[config.mk]
export PLATFORM = sky130hd
export DESIGN_NAME = step_sequencer_flat
export DESIGN_NICKNAME = d
export VERILOG_FILES = /design/src/rtl/step_sequencer_if.sv /design/src/rtl/step_sequencer.sv /design/src/flat_wrapper.sv
export SDC_FILE = /design/constraint.sdc
export NUM_CORES = 1
export LEC_CHECK = 0
export ABC_AREA = 1
export BUFFER_PORTS_ARGS = -buffer_cell sky130_fd_sc_hd__buf_2
export CAP_MARGIN = 30
export CORE_MARGIN = 8
export CORE_UTILIZATION = 45
export DETAILED_ROUTE_END_ITERATION = 7
export GPL_ROUTABILITY_DRIVEN = 1
export PLACE_DENSITY = 0.65
export SYNTH_ARGS = -nofsm -noshare
export SYNTH_HDL_FRONTEND = slang
export SYNTH_SLANG_ARGS = --single-unit
[constraint.sdc]
create_clock -name clk -period 4.73 [get_ports clk]
set_input_delay 0.473 -clock clk [delete_from_list [all_inputs] [get_ports clk]]
set_output_delay 0.473 -clock clk [all_outputs]
set_load 0.02 [all_outputs]
[src/rtl/step_sequencer_if.sv]
`default_nettype none
// +----------------------------------------------------------------------------+
// | Module   : step_sequencer_if                                               |
// | Purpose  : Bundles the run-control, completion and status signals of the   |
// |            step sequencer.                                                 |
// | Modports : master - the controller: drives start, max_count,               |
// |                     timeout_cycles, ch_en and done; observes status.       |
// |            slave  - the sequencer: observes the controls and drives step,  |
// |                     busy, finish, instr_count, timeout_flag, timeout_cnt.  |
// | Revision : 1.0  initial release                                            |
// +----------------------------------------------------------------------------+
interface step_sequencer_if #(
  parameter int CNT_W = 32,
  parameter int N_CH  = 4,
  parameter int TO_W  = 8
);
  logic             start;
  logic [CNT_W-1:0] max_count;
  logic [TO_W-1:0]  timeout_cycles;
  logic [N_CH-1:0]  ch_en;
  logic [N_CH-1:0]  done;
  logic             step;
  logic             busy;
  logic             finish;
  logic [CNT_W-1:0] instr_count;
  logic             timeout_flag;
  logic [TO_W-1:0]  timeout_cnt;

  modport master (
    output start, max_count, timeout_cycles, ch_en, done,
    input  step, busy, finish, instr_count, timeout_flag, timeout_cnt
  );

  modport slave (
    input  start, max_count, timeout_cycles, ch_en, done,
    output step, busy, finish, instr_count, timeout_flag, timeout_cnt
  );
endinterface
`default_nettype wire

[src/rtl/step_sequencer.sv]
`default_nettype none
// +----------------------------------------------------------------------------+
// | Module   : step_sequencer                                                  |
// | Purpose  : Issues one PULSE_LEN-cycle step pulse per instruction, waits    |
// |            for every enabled execution unit to report done (or for a      |
// |            timeout), counts instructions and halts at a programmed count. |
// | Ports    : clk    - rising-edge clock                                      |
// |            rst_n  - asynchronous active-low reset                          |
// |            seq_if - step_sequencer_if.slave: start/max_count/             |
// |                     timeout_cycles/ch_en/done in; step/busy/finish/        |
// |                     instr_count/timeout_flag/timeout_cnt out               |
// | Revision : 1.0  initial release                                            |
// +----------------------------------------------------------------------------+
module step_sequencer #(
  parameter int CNT_W     = 32,
  parameter int N_CH      = 4,
  parameter int TO_W      = 8,
  parameter int PULSE_LEN = 6,
  parameter int MIN_GAP   = 2
) (
  input  logic               clk,
  input  logic               rst_n,
  step_sequencer_if.slave    seq_if
);

  // Pulse counter must hold PULSE_LEN-1; wait counter must reach both
  // MIN_GAP and the largest timeout value, with one spare bit so the
  // saturating count can never sit below either threshold.
  localparam int PC_W = (PULSE_LEN > 1) ? $clog2(PULSE_LEN) : 1;
  localparam int MG_W = $clog2(MIN_GAP + 1);
  localparam int W_W  = ((TO_W > MG_W) ? TO_W : MG_W) + 1;

  typedef enum logic [1:0] {
    S_IDLE = 2'd0,
    S_STEP = 2'd1,
    S_WAIT = 2'd2,
    S_HALT = 2'd3
  } state_t;

  state_t           state_q, state_d;
  logic [PC_W-1:0]  pulse_cnt_q, pulse_cnt_d;
  logic [W_W-1:0]   wait_cnt_q, wait_cnt_d;
  logic [CNT_W-1:0] instr_q, instr_d;
  logic [CNT_W-1:0] max_q, max_d;
  logic [TO_W-1:0]  to_q, to_d;
  logic [N_CH-1:0]  ch_en_q, ch_en_d;
  logic [N_CH-1:0]  seen_q, seen_d;
  logic             flag_q, flag_d;
  logic [TO_W-1:0]  to_cnt_q, to_cnt_d;
  logic             step_q;

  logic [W_W:0]     w_p1;
  logic             ready;
  logic             timeout;
  logic             wait_exit;

  // Completion arriving in the same cycle as the check counts immediately,
  // so a done coincident with the timeout threshold is treated as ready.
  assign w_p1      = {1'b0, wait_cnt_q} + (W_W + 1)'(1);
  assign ready     = ((seen_q | (seq_if.done & ch_en_q)) == ch_en_q);
  assign timeout   = (to_q != '0) && !ready && (w_p1 >= (W_W + 1)'(to_q));
  assign wait_exit = (w_p1 >= (W_W + 1)'(MIN_GAP)) && (ready || timeout);

  always_comb begin
    state_d     = state_q;
    pulse_cnt_d = pulse_cnt_q;
    wait_cnt_d  = wait_cnt_q;
    instr_d     = instr_q;
    max_d       = max_q;
    to_d        = to_q;
    ch_en_d     = ch_en_q;
    seen_d      = seen_q;
    flag_d      = flag_q;
    to_cnt_d    = to_cnt_q;

    case (state_q)
      S_IDLE, S_HALT: begin
        if (seq_if.start) begin
          max_d       = seq_if.max_count;
          to_d        = seq_if.timeout_cycles;
          ch_en_d     = seq_if.ch_en;
          instr_d     = '0;
          flag_d      = 1'b0;
          to_cnt_d    = '0;
          pulse_cnt_d = '0;
          state_d     = (seq_if.max_count != '0) ? S_STEP : S_HALT;
        end
      end

      S_STEP: begin
        if (pulse_cnt_q == '0) begin
          // First cycle of the pulse: count the instruction and restart
          // completion tracking with whatever is already arriving.
          instr_d = instr_q + CNT_W'(1);
          seen_d  = seq_if.done & ch_en_q;
        end else begin
          seen_d  = seen_q | (seq_if.done & ch_en_q);
        end
        if (pulse_cnt_q == PC_W'(PULSE_LEN - 1)) begin
          wait_cnt_d = '0;
          state_d    = S_WAIT;
        end else begin
          pulse_cnt_d = pulse_cnt_q + PC_W'(1);
        end
      end

      S_WAIT: begin
        seen_d = seen_q | (seq_if.done & ch_en_q);
        if (wait_exit) begin
          if (timeout) begin
            flag_d = 1'b1;
            if (to_cnt_q != '1) begin
              to_cnt_d = to_cnt_q + TO_W'(1);
            end
          end
          pulse_cnt_d = '0;
          state_d     = (instr_q >= max_q) ? S_HALT : S_STEP;
        end else if (wait_cnt_q != '1) begin
          wait_cnt_d = wait_cnt_q + W_W'(1);
        end
      end

      default: state_d = S_IDLE;
    endcase
  end

  always_ff @(posedge clk or negedge rst_n) begin
    if (!rst_n) begin
      state_q     <= S_IDLE;
      pulse_cnt_q <= '0;
      wait_cnt_q  <= '0;
      instr_q     <= '0;
      max_q       <= '0;
      to_q        <= '0;
      ch_en_q     <= '0;
      seen_q      <= '0;
      flag_q      <= 1'b0;
      to_cnt_q    <= '0;
      step_q      <= 1'b0;
    end else begin
      state_q     <= state_d;
      pulse_cnt_q <= pulse_cnt_d;
      wait_cnt_q  <= wait_cnt_d;
      instr_q     <= instr_d;
      max_q       <= max_d;
      to_q        <= to_d;
      ch_en_q     <= ch_en_d;
      seen_q      <= seen_d;
      flag_q      <= flag_d;
      to_cnt_q    <= to_cnt_d;
      // Registered copy of "in STEP" so the pulse is glitch-free.
      step_q      <= (state_d == S_STEP);
    end
  end

  assign seq_if.step         = step_q;
  assign seq_if.busy         = (state_q == S_STEP) || (state_q == S_WAIT);
  assign seq_if.finish       = (state_q == S_HALT);
  assign seq_if.instr_count  = instr_q;
  assign seq_if.timeout_flag = flag_q;
  assign seq_if.timeout_cnt  = to_cnt_q;

endmodule
`default_nettype wire
[src/flat_wrapper.sv]
// flat-port wrapper written by rule: the top's interface ports become plain ports
module step_sequencer_flat 
#(
  parameter int CNT_W     = 32,
  parameter int N_CH      = 4,
  parameter int TO_W      = 8,
  parameter int PULSE_LEN = 6,
  parameter int MIN_GAP   = 2
)
  (clk, rst_n, seq_if_start, seq_if_max_count, seq_if_timeout_cycles, seq_if_ch_en, seq_if_done, seq_if_step, seq_if_busy, seq_if_finish, seq_if_instr_count, seq_if_timeout_flag, seq_if_timeout_cnt);
  step_sequencer_if #(.CNT_W(CNT_W), .N_CH(N_CH), .TO_W(TO_W)) seq_if_i ();
  input  logic clk;
  input  logic rst_n;
  input wire logic [$bits(seq_if_i.start)-1:0] seq_if_start;
  input wire logic [$bits(seq_if_i.max_count)-1:0] seq_if_max_count;
  input wire logic [$bits(seq_if_i.timeout_cycles)-1:0] seq_if_timeout_cycles;
  input wire logic [$bits(seq_if_i.ch_en)-1:0] seq_if_ch_en;
  input wire logic [$bits(seq_if_i.done)-1:0] seq_if_done;
  output wire logic [$bits(seq_if_i.step)-1:0] seq_if_step;
  output wire logic [$bits(seq_if_i.busy)-1:0] seq_if_busy;
  output wire logic [$bits(seq_if_i.finish)-1:0] seq_if_finish;
  output wire logic [$bits(seq_if_i.instr_count)-1:0] seq_if_instr_count;
  output wire logic [$bits(seq_if_i.timeout_flag)-1:0] seq_if_timeout_flag;
  output wire logic [$bits(seq_if_i.timeout_cnt)-1:0] seq_if_timeout_cnt;
  assign seq_if_i.start = seq_if_start;
  assign seq_if_i.max_count = seq_if_max_count;
  assign seq_if_i.timeout_cycles = seq_if_timeout_cycles;
  assign seq_if_i.ch_en = seq_if_ch_en;
  assign seq_if_i.done = seq_if_done;
  assign seq_if_step = seq_if_i.step;
  assign seq_if_busy = seq_if_i.busy;
  assign seq_if_finish = seq_if_i.finish;
  assign seq_if_instr_count = seq_if_i.instr_count;
  assign seq_if_timeout_flag = seq_if_i.timeout_flag;
  assign seq_if_timeout_cnt = seq_if_i.timeout_cnt;
  step_sequencer #(.CNT_W(CNT_W), .N_CH(N_CH), .TO_W(TO_W), .PULSE_LEN(PULSE_LEN), .MIN_GAP(MIN_GAP)) u_core (.clk(clk), .rst_n(rst_n), .seq_if(seq_if_i));
endmodule
==> summary.md, run 1 <==
| Metric | Value |
|---|---|
| Result of the run | completed |
| PortBufs | 94 |
| Die area | between 15,000 and 20,000 sq um |
| # placed instances | approximately 1,100 |
| Summed negative setup slack over all endpoints | 0 ns |
| Total iterations of the first detailed-routing run | 7 |
| WL per Instance | approximately 14 um |
| Signed area change from the synthesized netlist to the final layout | 14.9% |
| CTS HTree Levels | 3 |
| EDFF count, synth | 0 |
| Period utilization | 0.633 |
| Share of post-route cells with drive strength above 1 | 0.160 |
| Resized Gates After CTS | 0 |
| Via count | roughly 5,600 |
| Synthesized netlist net count | 930 |
| Switching power | between 0.001 and 0.0015 W |
| Switching part of the total | 0.397 |
| Synth warnings | 0 |
| Flop pwr share | 0.391 |
| Worst hold margin | 0.239 ns |
| Maximum number of pins on one net before global-route repair | slightly below 70 |
| Final Wtd Congestion | ~0.85 |
| Number of global-route vias before repair | about 5,400 |
| Total I/O pin count | 95 |
| Final Max Slew Viols | 0 |
| Sequential share of the synthesized area | 0.407 |
| Clock-pin slew on the worst setup and hold paths | about 0.07 ns |
| Critical path startpoint category | register |
| Comb pwr share | 0.366 |
| Initial standard-cell utilization of the core | 0.460 |
| Max-cap check violation count | 0 |
| Core ar. | 13,900 sq um |
| Shortest clock period the worst path allows after layout | 2.99 ns |
| Synth cell types | 40 |
| DIE HEIGHT | between 100 and 150 um |
| Post-Syn Instances | 828 |
| Setup WS pre-CTS | ~1.8 ns |
| RSZ-0062 raised after global routing | false |
| Total inserted antenna cells | 0 |
| Average via count per standard cell | between 5 and 6 |
| # rows | 43 |
| Hold-fix buffer count after cts | 0 |
| Antenna viol nets, final | 0 |
| Deepest clock path buffer count | 2 |
| Synth Cell Area | 6390 sq um |
| Residual DRC count | 0 |
| Capturing element type of the critical path | register |
| Largest clock skew in the final design | roughly 0.012 ns |
| Clock tree from TritonCTS | built |
| Die X | ~140 um |
| Slew at the pin closest to its max-slew limit | just under 0.9 ns |
| Commonest cells after routing, fill and taps aside | nand2_1 (184), inv_1 (129), dfrtp_1 (104), buf_2 (93), o21ai_0 (69) |
| Clk Latency, worst-skew pair | 0.36 ns |
| Min-Delay Path Class | in2async |
| Initial DRC Count | about 330 |
| Most common flop cell mapped by yosys | dfrtp_1 |
| Worst setup margin | 1.74 ns |
| Register bit count reported by yosys | about 100 |
| Worst Path Required | about 5.0 ns |
| Post-synthesis area per instance | 7.72 sq um |
| Total design power | around 0.0032 W |
| Clock network fraction of design power | 0.243 |
| TritonCTS Buffers | 9 |
| Post-synthesis async set-or-reset flop share | 1.00 |
| Postcts setup bufs | 0 |
| Power per standard cell area | 439 nW/um^2 |
| Critical path data arrival time | between 3 and 4 ns |
| Global-route total usage across every layer | 0.184 |
| Maximum operating frequency | between 300 and 400 MHz |
| Global-route wire length before repair | about 27 mm |
| Net count reported at finish | ~1,000 |
| CP Max Fanout | 33 |
| Layout filler cell count | ~1,400 |
| Sinks on Clock Net | between 100 and 150 |
| Grt total ovfl | 0 |
| Critical path start-end classification | reg2reg |
| FF-to-FF setup slack | approximately 1.7 ns |
| Number of antenna violations at the first check in global routing | 0 |
| Wirelength, routed | around 16 mm |
| Root Buffer Master | clkbuf_16 |
| Internal Pwr Total | 0.00195 W |
| Non-filler cells in the finished layout | roughly 1,100 |
| Number of hold-slack violations in the final timing report | 0 |
| Final-report setup violation count | 0 |
| Maximum VDD drop | around 0.23 mV |
| Most common cell after layout, fill and taps aside | nand2_1 |
| Worst relative slew slack | 0.406 |
| Estimated wirelength of the detail-placed design | ~12 mm |
| LEAKAGE | between 3 and 4 nW |
stage by stage:
step,instance area [sq um],util
6_report,7340,0.529
5_1_grt,7340,0.529
4_1_cts,7340,0.529
3_5_place_dp,7030,0.507
3_3_place_gp,7030,0.507
2_1_floorplan,6390,-
path summary, 6_finish.rpt:
path                                                      end  cells past startpoint                     start
worst min register to register               u_core.max_q[11]                      2          u_core.max_q[11]
worst max register to register  u_core.seq_if.instr_count[19]                      8         u_core.state_q[0]
worst min-delay path            u_core.seq_if.instr_count[18]                      1                     rst_n
min in group clk                               u_core.to_q[5]                      3  seq_if_timeout_cycles[5]
max in group asynchronous                   u_core.ch_en_q[1]                      2                     rst_n
worst max-delay path            u_core.seq_if.instr_count[19]                      8         u_core.state_q[0]
power groups by stage:
| stage | sequential (W) | clock (W) | combinational (W) |
|---|---|---|---|
| final | 0.00126 | 0.000783 | 0.00118 |
| after global routing | 0.00129 | 0.000832 | 0.00139 |
| after CTS | 0.00126 | 0.000799 | 0.00120 |
| after detailed placement | 0.00128 | 0 | 0.00119 |
| after global placement | 0.00127 | 0 | 0.00117 |
| after floorplan | 0.00127 | 0 | 0.000887 |
registers in the layout, summed over array words and instances, names as in the netlist:
register,cells
u_core.max_q,32
u_core.seq_if.instr_count,32
u_core.wait_cnt_q,9
u_core.seq_if.timeout_cnt,8
u_core.to_q,8
u_core.ch_en_q,4
u_core.seen_q,4
u_core.pulse_cnt_q,3
u_core.state_q,2
u_core.seq_if.step,1
u_core.seq_if.timeout_flag,1
final cells by class:
class | count | area (sq um) | area share
timing repair buffer | 98 | 503 | 0.0685
multi-input combinational | 567 | 3170 | 0.432
tap | 180 | 225 | 0.0307
clock buffer | 12 | 256 | 0.0349
inverter | 141 | 532 | 0.0724
clock inverter | 4 | 51.3 | 0.00699
sequential | 104 | 2600 | 0.354
logic make-up after synthesis:
family | Yosys count | synth area share
flip-flops | 104 | 0.407
XOR/XNOR | 11 | 0.0151
AO/OA/AOI/OAI | 136 | 0.115
buffers and inverters | 157 | 0.0965
AND/OR/NAND/NOR | 369 | 0.267
adder cells (fa/ha/maj) | 51 | 0.0998
worst max-delay path, stage by stage (launching register included):
cell and delay, ns:
dfrtp_1 0.42, inv_1 0.07, ha_1 0.36, nand2_1 0.28, buf_4 0.34, nor2_1 0.71, inv_1 0.44, o21ai_0 0.19
a21oi_1 0.06
cells in the mapped netlist, drive strengths merged (5+ instances only):
master | number | area share
xor2 | 8 | 0.011
dfrtp | 104 | 0.41
a21oi | 38 | 0.030
o31ai | 11 | 0.014
clkbuf | 11 | 0.0065
inv | 139 | 0.082
nand2 | 191 | 0.12
nor3 | 26 | 0.023
nor2 | 59 | 0.040
ha | 51 | 0.10
buf | 5 | 0.0069
nand3 | 49 | 0.044
nor4 | 14 | 0.014
o21ai | 79 | 0.062
nand4 | 23 | 0.023
metal layers:
metal | global-route usage | routed length (um) | up-vias
li1 | - | - | 2908
met1 | 0.261 | 8060 | 2570
met2 | 0.279 | 6990 | 109
met3 | 0.0297 | 687 | 11
met4 | 0.0629 | 216 | 0
met5 | 0 | 0 | -
Power figures use the tool's default switching activity.
==> inputs of run 2 (changes only) <==
--- a/config.mk
+++ b/config.mk
@@ -12,7 +12,7 @@
 export CORE_UTILIZATION = 45
 export DETAILED_ROUTE_END_ITERATION = 7
 export GPL_ROUTABILITY_DRIVEN = 1
-export PLACE_DENSITY = 0.65
+export PLACE_DENSITY = 0.68
 export SYNTH_ARGS = -nofsm -noshare
 export SYNTH_HDL_FRONTEND = slang
 export SYNTH_SLANG_ARGS = --single-unit
==> constraint.sdc (replaced) <==
create_clock -name clk -period 2.41 [get_ports clk]
set_input_delay 0.241 -clock clk [delete_from_list [all_inputs] [get_ports clk]]
set_output_delay 0.241 -clock clk [all_outputs]
set_load 0.02 [all_outputs]
==> run 2 against run 1 <==
Effect of this change: the run now ends with negative setup slack left; clock skew fell by 0.0036 ns; design area rose by 8.8%; clock-buffer cell count did not move; critical path type unchanged; critical endpoint is now u_core.wait_cnt_q[3].
==> summary.md, run 2 (same netlist as run 1, synthesis figures left out) <==
| Metric | Value |
|---|---|
| Switching power | ~0.0027 W |
| Die area | about 18,000 sq um |
| Max-cap check violation count | 0 |
| Grt total ovfl | 0 |
| Worst setup margin | -0.0747 ns |
| FF-to-FF setup slack | -0.07 ns |
| Largest clock skew in the final design | between 0.008 and 0.009 ns |
| Clock-pin slew on the worst setup and hold paths | approximately 0.060 ns |
| Cell depth of the worst hold path | 3 |
| Share of post-route cells with drive strength above 1 | 0.232 |
| Maximum operating frequency | between 400 and 500 MHz |
| Crit path largest cell delay | approximately 0.43 ns |
| CP Max Fanout | 8 |
| Critical path start-end classification | reg2reg |
| WL per Instance | around 15 um |
| Antenna viol nets, final | 0 |
| Total I/O pin count | 95 |
| Worst hold margin | a little over 0.08 ns |
| Capturing point of the worst reg2reg path | u_core.wait_cnt_q[3] |
| # rows | 43 |
| LEAKAGE | between 4 and 5 nW |
| Global-route wire length before repair | roughly 28 mm |
| Bufs and invs on worst path | 1 |
| Total iterations of the first detailed-routing run | 5 |
| Non-filler cells in the finished layout | between 1,000 and 1,500 |
| # placed instances | ~1,100 |
| Startpoint of the most critical hold path | seq_if_timeout_cycles[0] |
| Deepest clock path buffer count | 2 |
| Estimated wirelength of the detail-placed design | between 10 and 15 mm |
| Min-Delay Path Class | in2reg |
| Core ar. | around 14,000 sq um |
| Internal Pwr Total | approximately 0.004 W |
| Result of the run | complete, but fails checks |
| Final Wtd Congestion | 0.870 |
| Maximum number of pins on one net before global-route repair | 53 |
| Power per standard cell area | between 800 and 900 nW/um^2 |
| DIE HEIGHT | 135 um |
| Commonest cells after routing, fill and taps aside | nand2_1 (177), inv_1 (127), dfrtp_1 (103), buf_2 (93), o21ai_0 (66) |
| Flop pwr share | 0.370 |
| Critical path data arrival time | about 2.7 ns |
| Sinks on Clock Net | 104 |
| Comb pwr share | 0.422 |
| Number of hold-slack violations in the final timing report | 0 |
| Clk Latency, worst-skew pair | about 0.35 ns |
| Slowest stage cell on the critical path | dfrtp_1 |
| Global-route total usage across every layer | 0.189 |
| Signed area change from the synthesized netlist to the final layout | 25.0% |
| Wirelength, routed | roughly 17 mm |
| Cell-by-cell trace of the critical path | ha_4 -> nand3_4 -> nor2_2 -> nand2_1 -> nor2_1 -> ha_1 -> inv_1 -> nand2_1 -> nor2_1 -> nand3_1 -> nor2_1 -> nand4_1 -> nand2_1 -> nand2_2 -> nand2_4 -> nand2_8 -> nor2_4 -> o21ai_1 |
| Worst Hold Path EP | u_core.to_q[0] |
| Maximum VDD drop | roughly 0.43 mV |
| Critical path startpoint category | register |
| Switching part of the total | 0.405 |
| R2R cell count | 18 |
| Net count reported at finish | 1,075 |
| Number of global-route vias before repair | 5,722 |
| Root Buffer Master | clkbuf_16 |
| TritonCTS Buffers | 9 |
| Clock tree from TritonCTS | built |
| Initial standard-cell utilization of the core | 0.460 |
| Worst relative slew slack | 0.372 |
| Number of antenna violations at the first check in global routing | 0 |
| Slew at the pin closest to its max-slew limit | between 0.9 and 1 ns |
| Most common cell after layout, fill and taps aside | nand2_1 |
| PortBufs | 94 |
| Worst Path Required | 2.64 ns |
| Via count | about 6,000 |
| Period utilization | 1.03 |
| Die X | 135 um |
| Violations in the final reports | negative setup slack |
| Shortest clock period the worst path allows after layout | approximately 2.5 ns |
| Residual DRC count | 0 |
| Capturing element type of the critical path | register |
| Clock network fraction of design power | 0.208 |
| Worst reg2reg startpoint | u_core.wait_cnt_q[1] |
| Kind of cell with the highest combined delay on the critical path | simple AND/OR/NAND/NOR gates |
| Average via count per standard cell | between 5 and 6 |
| Setup WS pre-CTS | -0.0663 ns |
| RSZ-0062 raised after global routing | true |
| Initial DRC Count | roughly 320 |
| Final-report setup violation count | 11 |
| CTS HTree Levels | 3 |
| Total inserted antenna cells | 0 |
| Final Max Slew Viols | 0 |
## run 2: through the flow
step	cell area, sq um	total power [W]	utilization	setup TNS (ns)
2_1_floorplan	6390	0.00423	-	0
3_3_place_gp	7320	0.00491	0.528	-0.00112
3_5_place_dp	7320	0.00500	0.528	-0.590
4_1_cts	7650	0.00649	0.551	-0.223
5_1_grt	7990	0.00724	0.576	-4.36
6_report	7990	0.00669	0.576	-0.423
## run 2: power groups by stage
stage / Combinational [W] / Clock (W) / Sequential (W)
finish: 0.00283 / 0.00139 / 0.00248
global route: 0.00323 / 0.00148 / 0.00253
CTS: 0.00259 / 0.00143 / 0.00247
detailed placement: 0.00249 / 0 / 0.00250
global placement: 0.00243 / 0 / 0.00248
floorplan: 0.00174 / 0 / 0.00249
## run 2: repair_timing
item,4_1_cts,5_1_grt
pin swaps,3,14
endpoints found under the hold margin,19,0
buffers inserted,0,11
gates resized for setup,5,55
cloned,2,1
hold buffers,1,0
setup endpoints to repair,15,36
## run 2: layer usage
layer,GRT usage,up-vias,part of all wire
met2,0.306,147,0.47
met4,0.0574,0,0.012
met1,0.256,2739,0.47
li1,-,3014,-
met3,0.0274,17,0.049
met5,0,-,0
## run 2: tightest hold or removal path, cell delays in order
cell and delay [ns]:
buf_2 0.07, nand2_1 0.04, nand2_1 0.04
## run 2: how the worst max path moves through the flow
stage / startpoint / end / slack, ns / cells past startpoint
after detailed placement: u_core.wait_cnt_q[0] / u_core.wait_cnt_q[6] / -0.07 / 19
after global placement: u_core.wait_cnt_q[0] / u_core.wait_cnt_q[8] / -0.001 / 20
after global routing: u_core.wait_cnt_q[1] / u_core.wait_cnt_q[3] / -0.27 / 18
after floorplan: u_core.wait_cnt_q[0] / u_core.wait_cnt_q[4] / 0.01 / 20
after CTS: u_core.wait_cnt_q[1] / u_core.wait_cnt_q[7] / -0.03 / 18
final: u_core.wait_cnt_q[1] / u_core.wait_cnt_q[3] / -0.07 / 18
## run 2: layout make-up
| class | count | area, sq um |
|---|---|---|
| Tap cell | 180 | 225 |
| Multi-Input combinational cell | 569 | 3430 |
| Inverter | 141 | 532 |
| Clock buffer | 12 | 256 |
| Timing Repair Buffer | 148 | 923 |
| Fill cell | 1324 | 5890 |
| Sequential cell | 104 | 2600 |
| Clock inverter | 3 | 17.5 |
==> inputs of run 3 (changes only) <==
--- a/config.mk
+++ b/config.mk
@@ -5,7 +5,6 @@
 export SDC_FILE = /design/constraint.sdc
 export NUM_CORES = 1
 export LEC_CHECK = 0
-export ABC_AREA = 1
 export BUFFER_PORTS_ARGS = -buffer_cell sky130_fd_sc_hd__buf_2
 export CAP_MARGIN = 30
 export CORE_MARGIN = 8
==> run 3 against run 2 <==
Effect of this change: the run still ends with negative setup slack left; non-clock buffer count is 21 higher; via count decreased by 11%; sequential share of layout area grew 0.65 points; sequential power increased by 4%; worst hold slack gained 0.036 ns; first-iteration DRC count is 7.4% lower; area after synthesis shrank 3.9%; largest power group unchanged.
==> summary.md, run 3 <==
| Metric | Value |
|---|---|
| Result of the run | complete, but fails checks |
| Violations in the final reports | negative setup slack |
| CP Max Fanout | 5 |
| Worst Path Required | ~2.6 ns |
| Deepest clock path buffer count | 2 |
| Core ar. | around 13,000 sq um |
| Final-report setup violation count | 24 |
| Shortest clock period the worst path allows after layout | around 3.0 ns |
| Sinks on Clock Net | about 100 |
| LEAKAGE | approximately 3.9 nW |
| Peak-usage layer in the global routing report | met2 |
| CTS HTree Levels | 3 |
| Most common cell after layout, fill and taps aside | dfrtp_1 |
| Maximum number of pins on one net before global-route repair | 64 |
| Initial DRC Count | ~300 |
| RSZ-0062 raised after global routing | true |
| Top-area cell type share of the netlist area | 0.424 |
| Net count reported at finish | ~900 |
| Synth Cell Area | 6140 sq um |
| DIE HEIGHT | 133 um |
| Capturing element type of the critical path | register |
| Most common cell in the netlist | dfrtp_1 |
| Commonest cells after routing, fill and taps aside | dfrtp_1 (103), buf_2 (93), buf_4 (73), inv_1 (56), ha_1 (46) |
| Internal Pwr Total | ~0.0045 W |
| Global-route total usage across every layer | 0.184 |
| Most instantiated cells after synthesis | dfrtp_1 (104), inv_1 (57), ha_1 (51) |
| Synthesized netlist net count | 722 |
| Switching part of the total | 0.383 |
| Number of antenna violations at the first check in global routing | 0 |
| Post-synthesis area per instance | 9.90 sq um |
| Worst setup margin | -0.610 ns |
| Synth warnings | 0 |
| Switching power | 0.00282 W |
| Worst hold margin | between 0.1 and 0.15 ns |
| Post-Syn Instances | between 600 and 700 |
| PortBufs | 94 |
| Antenna viol nets, final | 0 |
| Number of global-route vias before repair | between 5,000 and 6,000 |
| Number of hold-slack violations in the final timing report | 0 |
| Register bit count reported by yosys | roughly 100 |
| Final Max Slew Viols | 0 |
| Average via count per standard cell | 5.46 |
| Wirelength, routed | between 15 and 20 mm |
| Power per standard cell area | approximately 940 nW/um^2 |
| Most common flop cell mapped by yosys | dfrtp_1 |
| Estimated wirelength of the detail-placed design | around 12 mm |
| Period utilization | 1.25 |
| Die area | roughly 18,000 sq um |
| Synth area leader | dfrtp_1 |
| Signed area change from the synthesized netlist to the final layout | 27.6% |
| Final Wtd Congestion | 0.913 |
| Total inserted antenna cells | 0 |
| EDFF count, synth | 0 |
| Clock-pin slew on the worst setup and hold paths | around 0.07 ns |
| Layout filler cell count | approximately 1,100 |
| Comb pwr share | 0.448 |
| Via count | 5,248 |
| Global-route wire length before repair | between 20 and 30 mm |
| Total iterations of the first detailed-routing run | 4 |
| Worst relative slew slack | 0.643 |
| Maximum operating frequency | ~330 MHz |
| Maximum VDD drop | 0.606 mV |
| Min-Delay Path Class | in2reg |
| Clk Latency, worst-skew pair | 0.35 ns |
| Sequential share of the synthesized area | 0.424 |
| Max-cap check violation count | 0 |
| Post-synthesis async set-or-reset flop share | 1.00 |
| Clock network fraction of design power | 0.200 |
| GR Layer Usage met2 | 0.305 |
| # rows | 42 |
| TritonCTS Buffers | 9 |
| Total I/O pin count | 95 |
| Largest clock skew in the final design | ~0.0070 ns |
| Share of post-route cells with drive strength above 1 | 0.354 |
| Grt total ovfl | 0 |
| Slew at the pin closest to its max-slew limit | around 0.53 ns |
| Critical path data arrival time | ~3.3 ns |
| Critical path startpoint category | register |
| Die X | between 100 and 150 um |
| Global-route met3 utilization | 0.0435 |
| Clock tree from TritonCTS | built |
| Flop pwr share | 0.352 |
| Top post-synthesis cells by area | dfrtp_1 (42%), ha_1 (10%), mux2_2 (8.1%) |
| Synth cell types | between 60 and 70 |
| Residual DRC count | 0 |
| Root Buffer Master | clkbuf_16 |
| Critical path start-end classification | reg2reg |
| Setup WS pre-CTS | -0.600 ns |
| Fraction of the core area covered by cells at the end of the flow | 0.589 |
| Initial standard-cell utilization of the core | 0.462 |
| Routing usage on met1 | 0.215 |
| WL per Instance | between 15 and 20 um |
[run 3: cell type report]
class	count	area (sq um)	area share
clock inverter	4	35.0	0.00447
clock buffer	12	267	0.0340
multi-input combinational	438	3440	0.439
tap	176	220	0.0281
sequential	104	2600	0.332
inverter	58	218	0.0278
timing repair buffer	169	1050	0.135
[run 3: metrics by stage]
step	setup TNS, ns	power [W]	cell area (sq um)	cells
after global placement	-10.41	0.00558	7320	939
after floorplan	-11.34	0.00480	6180	620
final	-12.85	0.00736	7830	961
after global routing	-15.73	0.00792	7830	961
after detailed placement	-12.80	0.00576	7320	939
after CTS	-12.39	0.00734	7760	960
[run 3: power groups by stage]
| stage | clock network, W | registers [W] | logic, W |
|---|---|---|---|
| 6_report | 0.00147 | 0.00259 | 0.00330 |
| 5_1_grt | 0.00158 | 0.00266 | 0.00368 |
| 4_1_cts | 0.00151 | 0.00259 | 0.00325 |
| 3_5_place_dp | 0 | 0.00262 | 0.00314 |
| 3_3_place_gp | 0 | 0.00258 | 0.00300 |
| 2_1_floorplan | 0 | 0.00257 | 0.00223 |
[run 3: final timing paths]
path | end | slack (ns) | startpoint | depth (start not counted)
max reg2reg | u_core.state_q[1] | -0.61 | u_core.wait_cnt_q[1] | 12
max | u_core.state_q[1] | -0.61 | u_core.wait_cnt_q[1] | 12
min reg2reg | u_core.max_q[3] | 0.51 | u_core.max_q[3] | 1
min in group asynchronous | u_core.max_q[19] | 0.43 | rst_n | 3
min | u_core.ch_en_q[1] | 0.12 | seq_if_ch_en[1] | 2
max in group asynchronous | u_core.max_q[28] | 1.50 | rst_n | 3
[run 3: kinds of logic after synthesis]
group           synth area share
simple gates               0.179
flops                      0.424
compound gates             0.103
buf+inv                   0.0501
mux                       0.0921
fa+ha+maj                  0.104
xor+xnor                  0.0485
[run 3: layer usage]
metal	vias up	part of all wire	wire length [um]
met5	-	0	0
met4	0	0.034	538
met3	42	0.052	824
met2	142	0.48	7660
met1	2554	0.43	6850
li1	2510	-	-
[run 3: repair_timing]
action	CTS	global route
buffers inserted	4	1
setup endpoints to repair	24	36
hold buffers	1	0
hold endpoints to repair	64	0
pin swaps	12	9
resized for setup	21	13
[run 3: critical path, stage by stage, from the launching register on]
cell and delay (ns):
dfrtp_1 0.39, buf_4 0.14, buf_4 0.11, inv_1 0.05, ha_1 0.28, inv_2 0.05, buf_4 0.13, or4_1 0.51
or3_4 0.34, or3_4 0.37, o21ai_4 0.11, nor3_2 0.08, or3_1 0.34
